[src/rtl/multi_clock_divider.sv]
// N-channel programmable square-wave/tick generator. Half-period counts come from
// one shared restoring divider that is time-shared round-robin across channels.
module multi_clock_divider #(
  parameter int CLK_HZ = 50_000_000,
  parameter int N_CH   = 4,
  parameter int FREQ_W = 20,
  parameter int CNT_W  = 26
) (
  input  logic                     clk,
  input  logic                     rst,
  input  logic [N_CH-1:0]          en,
  input  logic [N_CH*FREQ_W-1:0]   freq,
  output logic [N_CH-1:0]          out_clk,
  output logic [N_CH-1:0]          tick,
  output logic [N_CH-1:0]          valid,
  output logic                     busy
);

  localparam int PW = (N_CH > 1) ? $clog2(N_CH) : 1;
  localparam int IW = $clog2(CNT_W + 1);
  localparam int DW = CNT_W + 1;
  localparam logic [CNT_W:0] DIVIDEND = DW'(CLK_HZ);

  typedef enum logic [1:0] {D_IDLE, D_LOAD, D_ITER, D_WB} div_state_t;
  typedef enum logic {C_IDLE, C_RUN} ch_state_t;

  div_state_t          div_state;
  ch_state_t           ch_state [N_CH];

  logic [FREQ_W-1:0]   f      [N_CH];
  logic [FREQ_W-1:0]   cur_f  [N_CH];
  logic [CNT_W-1:0]    half   [N_CH];
  logic [CNT_W-1:0]    pend   [N_CH];
  logic [CNT_W-1:0]    cnt    [N_CH];
  logic [N_CH-1:0]     pflag;

  logic [PW-1:0]       ptr;
  logic [PW-1:0]       sel;
  logic [PW-1:0]       pick;
  logic                found;
  logic                zero_hit;
  logic                wb;
  logic [CNT_W-1:0]    wq;

  logic [FREQ_W:0]     dvsr;
  logic [FREQ_W:0]     rem;
  logic [CNT_W-1:0]    quo;
  logic [IW-1:0]       iter;
  logic [FREQ_W+1:0]   trial;
  logic [FREQ_W+1:0]   diff;

  for (genvar g = 0; g < N_CH; g++) begin : g_unpack
    assign f[g] = freq[g*FREQ_W +: FREQ_W];
  end

  // First channel at or after ptr whose request is stale or never computed.
  always_comb begin
    int idx;
    found = 1'b0;
    pick  = '0;
    idx   = 0;
    for (int k = 0; k < N_CH; k++) begin
      idx = int'(ptr) + k;
      if (idx >= N_CH) idx -= N_CH;
      if (!found && ((f[idx] != cur_f[idx]) || (!valid[idx] && (f[idx] != '0)))) begin
        found = 1'b1;
        pick  = PW'(idx);
      end
    end
  end

  assign zero_hit = (div_state == D_IDLE) && found && (f[pick] == '0);
  assign busy     = (div_state != D_IDLE);
  assign wb       = (div_state == D_WB);
  assign wq       = (quo == '0) ? CNT_W'(1) : quo;
  // Remainder shifts in the next dividend bit from the top of quo.
  assign trial    = {rem, quo[CNT_W-1]};
  assign diff     = trial - {1'b0, dvsr};

  always_ff @(posedge clk or posedge rst) begin
    if (rst) begin
      div_state <= D_IDLE;
      ptr       <= '0;
      sel       <= '0;
      dvsr      <= '0;
      rem       <= '0;
      quo       <= '0;
      iter      <= '0;
      valid     <= '0;
      for (int i = 0; i < N_CH; i++) cur_f[i] <= '0;
    end else begin
      case (div_state)
        D_IDLE: begin
          if (found) begin
            cur_f[pick] <= f[pick];
            ptr         <= (pick == PW'(N_CH - 1)) ? '0 : pick + 1'b1;
            if (f[pick] == '0) begin
              valid[pick] <= 1'b1;
            end else begin
              valid[pick] <= 1'b0;
              sel         <= pick;
              div_state   <= D_LOAD;
            end
          end
        end
        D_LOAD: begin
          dvsr      <= {cur_f[sel], 1'b0};
          rem       <= {{FREQ_W{1'b0}}, DIVIDEND[CNT_W]};
          quo       <= DIVIDEND[CNT_W-1:0];
          iter      <= '0;
          div_state <= D_ITER;
        end
        D_ITER: begin
          if (trial >= {1'b0, dvsr}) begin
            rem <= diff[FREQ_W:0];
            quo <= {quo[CNT_W-2:0], 1'b1};
          end else begin
            rem <= trial[FREQ_W:0];
            quo <= {quo[CNT_W-2:0], 1'b0};
          end
          iter <= iter + 1'b1;
          if (iter == IW'(CNT_W - 1)) div_state <= D_WB;
        end
        D_WB: begin
          valid[sel] <= 1'b1;
          div_state  <= D_IDLE;
        end
        default: div_state <= D_IDLE;
      endcase
    end
  end

  // Channel counters; a writeback landing on a boundary applies one boundary later.
  always_ff @(posedge clk or posedge rst) begin
    if (rst) begin
      out_clk <= '0;
      tick    <= '0;
      pflag   <= '0;
      for (int i = 0; i < N_CH; i++) begin
        ch_state[i] <= C_IDLE;
        half[i]     <= '0;
        pend[i]     <= '0;
        cnt[i]      <= '0;
      end
    end else begin
      for (int i = 0; i < N_CH; i++) begin
        tick[i] <= 1'b0;
        case (ch_state[i])
          C_IDLE: begin
            out_clk[i] <= 1'b0;
            cnt[i]     <= '0;
            if (pflag[i]) begin
              half[i]  <= pend[i];
              pflag[i] <= 1'b0;
            end
            if (en[i] && valid[i] && (cur_f[i] != '0)) ch_state[i] <= C_RUN;
          end
          C_RUN: begin
            if (!en[i] || (cur_f[i] == '0)) begin
              ch_state[i] <= C_IDLE;
              out_clk[i]  <= 1'b0;
              cnt[i]      <= '0;
            end else if (cnt[i] == half[i] - CNT_W'(1)) begin
              cnt[i]     <= '0;
              out_clk[i] <= ~out_clk[i];
              tick[i]    <= ~out_clk[i];
              if (pflag[i]) begin
                half[i]  <= pend[i];
                pflag[i] <= 1'b0;
              end
            end else begin
              cnt[i] <= cnt[i] + CNT_W'(1);
            end
          end
          default: ch_state[i] <= C_IDLE;
        endcase
        if (wb && (sel == PW'(i))) begin
          pend[i]  <= wq;
          pflag[i] <= 1'b1;
        end
        if (zero_hit && (pick == PW'(i))) pflag[i] <= 1'b0;
      end
    end
  end

endmodule

[config.mk]
export PLATFORM = sky130hd
export DESIGN_NAME = multi_clock_divider
export DESIGN_NICKNAME = d
export VERILOG_FILES = /design/src/rtl/multi_clock_divider.sv
export SDC_FILE = /design/constraint.sdc
export NUM_CORES = 1
export LEC_CHECK = 0
export ABC_AREA = 1
export CAP_MARGIN = 20
export CELL_PAD_IN_SITES_DETAIL_PLACEMENT = 0
export CELL_PAD_IN_SITES_GLOBAL_PLACEMENT = 1
export CORE_ASPECT_RATIO = 0.8
export CORE_UTILIZATION = 49
export DETAILED_ROUTE_END_ITERATION = 12
export PLACE_DENSITY = 0.83
export SLEW_MARGIN = 20
export SYNTH_ARGS = -nofsm -noshare
export SYNTH_HDL_FRONTEND = slang
export SYNTH_SLANG_ARGS = --single-unit
export TNS_END_PERCENT = 20
[constraint.sdc]
create_clock -name clk -period 45.1 [get_ports clk]
set_input_delay 13.53 -clock clk [delete_from_list [all_inputs] [get_ports clk]]
set_output_delay 13.53 -clock clk [all_outputs]
set_load 0.1 [all_outputs]
==> impl_metrics.env <==
export IMPL_status="finished, violations left"
export IMPL_violations="DRC"
export IMPL_ys_flop_type="dfrtp_1"
export IMPL_tns_ns=0
export IMPL_rsz0062_at_grt="false"
export IMPL_die_height_um=230.6
export IMPL_grt_use_met3=0.1129
export IMPL_synthesis_nets=4802
export IMPL_register_area_um2=12270
export IMPL_power_leakage_nw=17.05
export IMPL_multiInputGateArea_um2=16940
export IMPL_critPathKind="in2reg"
export IMPL_finalCriticalPeriod_ns=18.56
export IMPL_path_clk_slew_ns=0.07
export IMPL_drc=4
export IMPL_clock_sinks=490
export IMPL_rows=83
export IMPL_hold_path_class="reg2reg"
export IMPL_netlist_area_um2=32000
export IMPL_grt_pass1_wl_um=162500
export IMPL_most_common_layout_cells="nand2_1, dfrtp_1, inv_1"
export IMPL_met2_usage=0.4029
export IMPL_top_usage_layer="met1"
export IMPL_grt_pass1_vias=26890
export IMPL_ctsHoldBuffers=0
export IMPL_grt_util_all_layers=0.3193
export IMPL_area_growth_pct=9.943
export IMPL_gr_total_overflow=0
export IMPL_final_common_cell="nand2_1"
export IMPL_crit_fanout=45
export IMPL_dp_hpwl_um=80570
export IMPL_htree_levels=2
export IMPL_cp_end_kind="flop"
export IMPL_crit_arrival_ns=19.00
export IMPL_setup_ws_ns=26.54
export IMPL_vdd_ir_drop_max_uv=93.91
export IMPL_dr_total_vias=30160
export IMPL_final_setup_viol_count=0
export IMPL_ant_nets=0
export IMPL_io_pins=99
export IMPL_core_area_um2=64390
export IMPL_num_fill_cells=6341
export IMPL_drtIter0Drc=3017
export IMPL_ys_warn_count=0
export IMPL_maxSlewViolCount=0
export IMPL_drive_gt1_frac=0.03552
export IMPL_wire_per_inst_um=19.10
export IMPL_hold_viol=0
export IMPL_clkLatencyLatePin_ns=0.58
export IMPL_yosysUniqueCellTypes=56
export IMPL_viasPerCell=5.428
export IMPL_port_buffers=98
export IMPL_cts_buffers=47
export IMPL_slew_headroom=0.2129
export IMPL_postLayoutCellArea_um2=35180
export IMPL_avgSynthCellArea_um2=6.843
export IMPL_fmax_mhz=53.89
export IMPL_die_area_um2=66340
export IMPL_met1_usage=0.5119
export IMPL_syn_inst=4676
export IMPL_antenna_found_initial=13
export IMPL_clk_path_buf_depth=3
export IMPL_synth_yosys_seq_area_share=0.3832
export IMPL_routed_wirelength_um=106200
export IMPL_setup_worst_path_start_class="primary input"
export IMPL_cts_resized=0
export IMPL_fin_total_pwr_mw=2.662
export IMPL_globalplace_congestion=1.049
export IMPL_placed_area_um2=33460
export IMPL_final_nets=4795
export IMPL_tightest_slew_ns=1.170
export IMPL_start_util=0.4970
export IMPL_clock_skew_ns=0.02686
export IMPL_synth_enable_flop_cells=0
export IMPL_crit_required_ns=45.55
export IMPL_root_buffer="clkbuf_16"
export IMPL_period_share=0.4115
export IMPL_dp_slack_ns=26.29
export IMPL_cts_tree="done"
export IMPL_drv_cap=0
export IMPL_async_flop_share=1.000
export IMPL_ys_ff_latch=490
export IMPL_power_density_nw_per_um2=75.67
export IMPL_grt_max_degree=175
export IMPL_post_cts_setup_buffers=0
export IMPL_drt_pass1_iterations=12
export IMPL_die_w_um=287.7
[power breakdown]
part,internal (mW),switching (mW),leakage [nW]
Clock,0.259,0.179,0.823
Combinational,0.448,1.07,9.81
Sequential,0.565,0.141,6.42
[sequential cells by signal (all words and copies together), names as in the netlist, 5 cells and up, named ones only]
name and count:
cnt 104, cur_f 80, rem 21, iter 5, pend 104, quo 26, half 104, dvsr 20
[metrics by stage]
stage	std cells	hold slack [ns]	util
final	5557	0.4878	0.5464
after global routing	5557	0.5088	0.5464
after CTS	5551	0.4900	0.5459
after detailed placement	5469	0.4733	0.5196
after global placement	5469	0.4655	0.5196
after floorplan	4676	0.4530	-
[worst max-delay path: stages]
cell and delay [ns]:
clkdlybuf4s50_1 0.51, inv_1 0.05, nand2_1 0.06, o21ai_0 0.09
o21ai_1 0.63, inv_1 0.10, nand2_1 0.09, nand2_1 0.05
nor2_1 0.23, nand2_1 0.18, nor2_1 0.12, nand3_1 0.10
nor2_1 0.20, nand3_2 0.14, nand2_1 0.10, nand2_2 0.46
nand2_4 0.68, inv_2 0.31, nand2_1 0.12, o211ai_1 0.08
nand2_1 0.22, nand2_1 0.18, nor2_2 0.27, nand2_2 0.19
nand3_2 0.13, o21ai_0 0.08
[cells in the mapped netlist (20+ instances only)]
| cell type | instances | area, um2 |
|---|---|---|
| xnor2_1 | 87 | 762.0 |
| nor4_1 | 56 | 350.3 |
| o21ai_1 | 74 | 370.4 |
| o22ai_1 | 20 | 125.1 |
| o21ai_0 | 463 | 2317 |
| a21oi_1 | 70 | 350.3 |
| nor2_1 | 390 | 1464 |
| inv_1 | 490 | 1839 |
| ha_1 | 39 | 488.0 |
| nand3_1 | 272 | 1361 |
| dfrtp_1 | 490 | 12260 |
| nand2_1 | 1551 | 5822 |
| nand4_1 | 63 | 394.1 |
| nor3_1 | 66 | 330.3 |
| xor2_1 | 184 | 1612 |
| buf_2 | 61 | 305.3 |
| clkbuf_1 | 91 | 341.6 |
| buf_4 | 22 | 165.2 |
[cell families after synthesis]
group,Yosys count,share of synthesized area
simple gates,2455,0.3170
xor+xnor,271,0.07417
fa+ha+maj,40,0.01587
mux,5,0.001564
compound gates,715,0.1198
flops,490,0.3832
buf+inv,700,0.08848
[layout make-up]
class	count	area share
Clock buffer	59	0.03759
Clock inverter	23	0.01049
Multi-Input combinational cell	3486	0.4814
Inverter	506	0.05424
Timing Repair Buffer	138	0.03699
Sequential cell	490	0.3487
Antenna cell	5	0.0003556
Tap cell	850	0.03023
[worst paths after layout]
path                                     start                    end  slack, ns  depth (start not counted)
min                        pend[1]$_DFFE_PP0P_    pend[1]$_DFFE_PP0P_       0.49                          2
min in group asynchronous                  rst  cur_f[66]$_DFFE_PP0P_      13.55                          2
max in group asynchronous                  rst      cnt[31]$_DFF_PP0_      29.25                          4
max                                   freq[55]     sel[1]$_DFFE_PP0P_      26.54                         26
min reg2reg                pend[1]$_DFFE_PP0P_    pend[1]$_DFFE_PP0P_       0.49                          2
max reg2reg                 ptr[0]$_DFFE_PP0P_     sel[1]$_DFFE_PP0P_      37.71                         26
[layer usage]
layer | routed length (um) | up-vias | share of wire
li1 | - | 14970 | -
met1 | 52540 | 13950 | 0.49
met2 | 39430 | 1096 | 0.37
met3 | 12420 | 129 | 0.12
met4 | 1510 | 16 | 0.014
met5 | 260 | - | 0.0024
(Power assumes the default switching activity.)
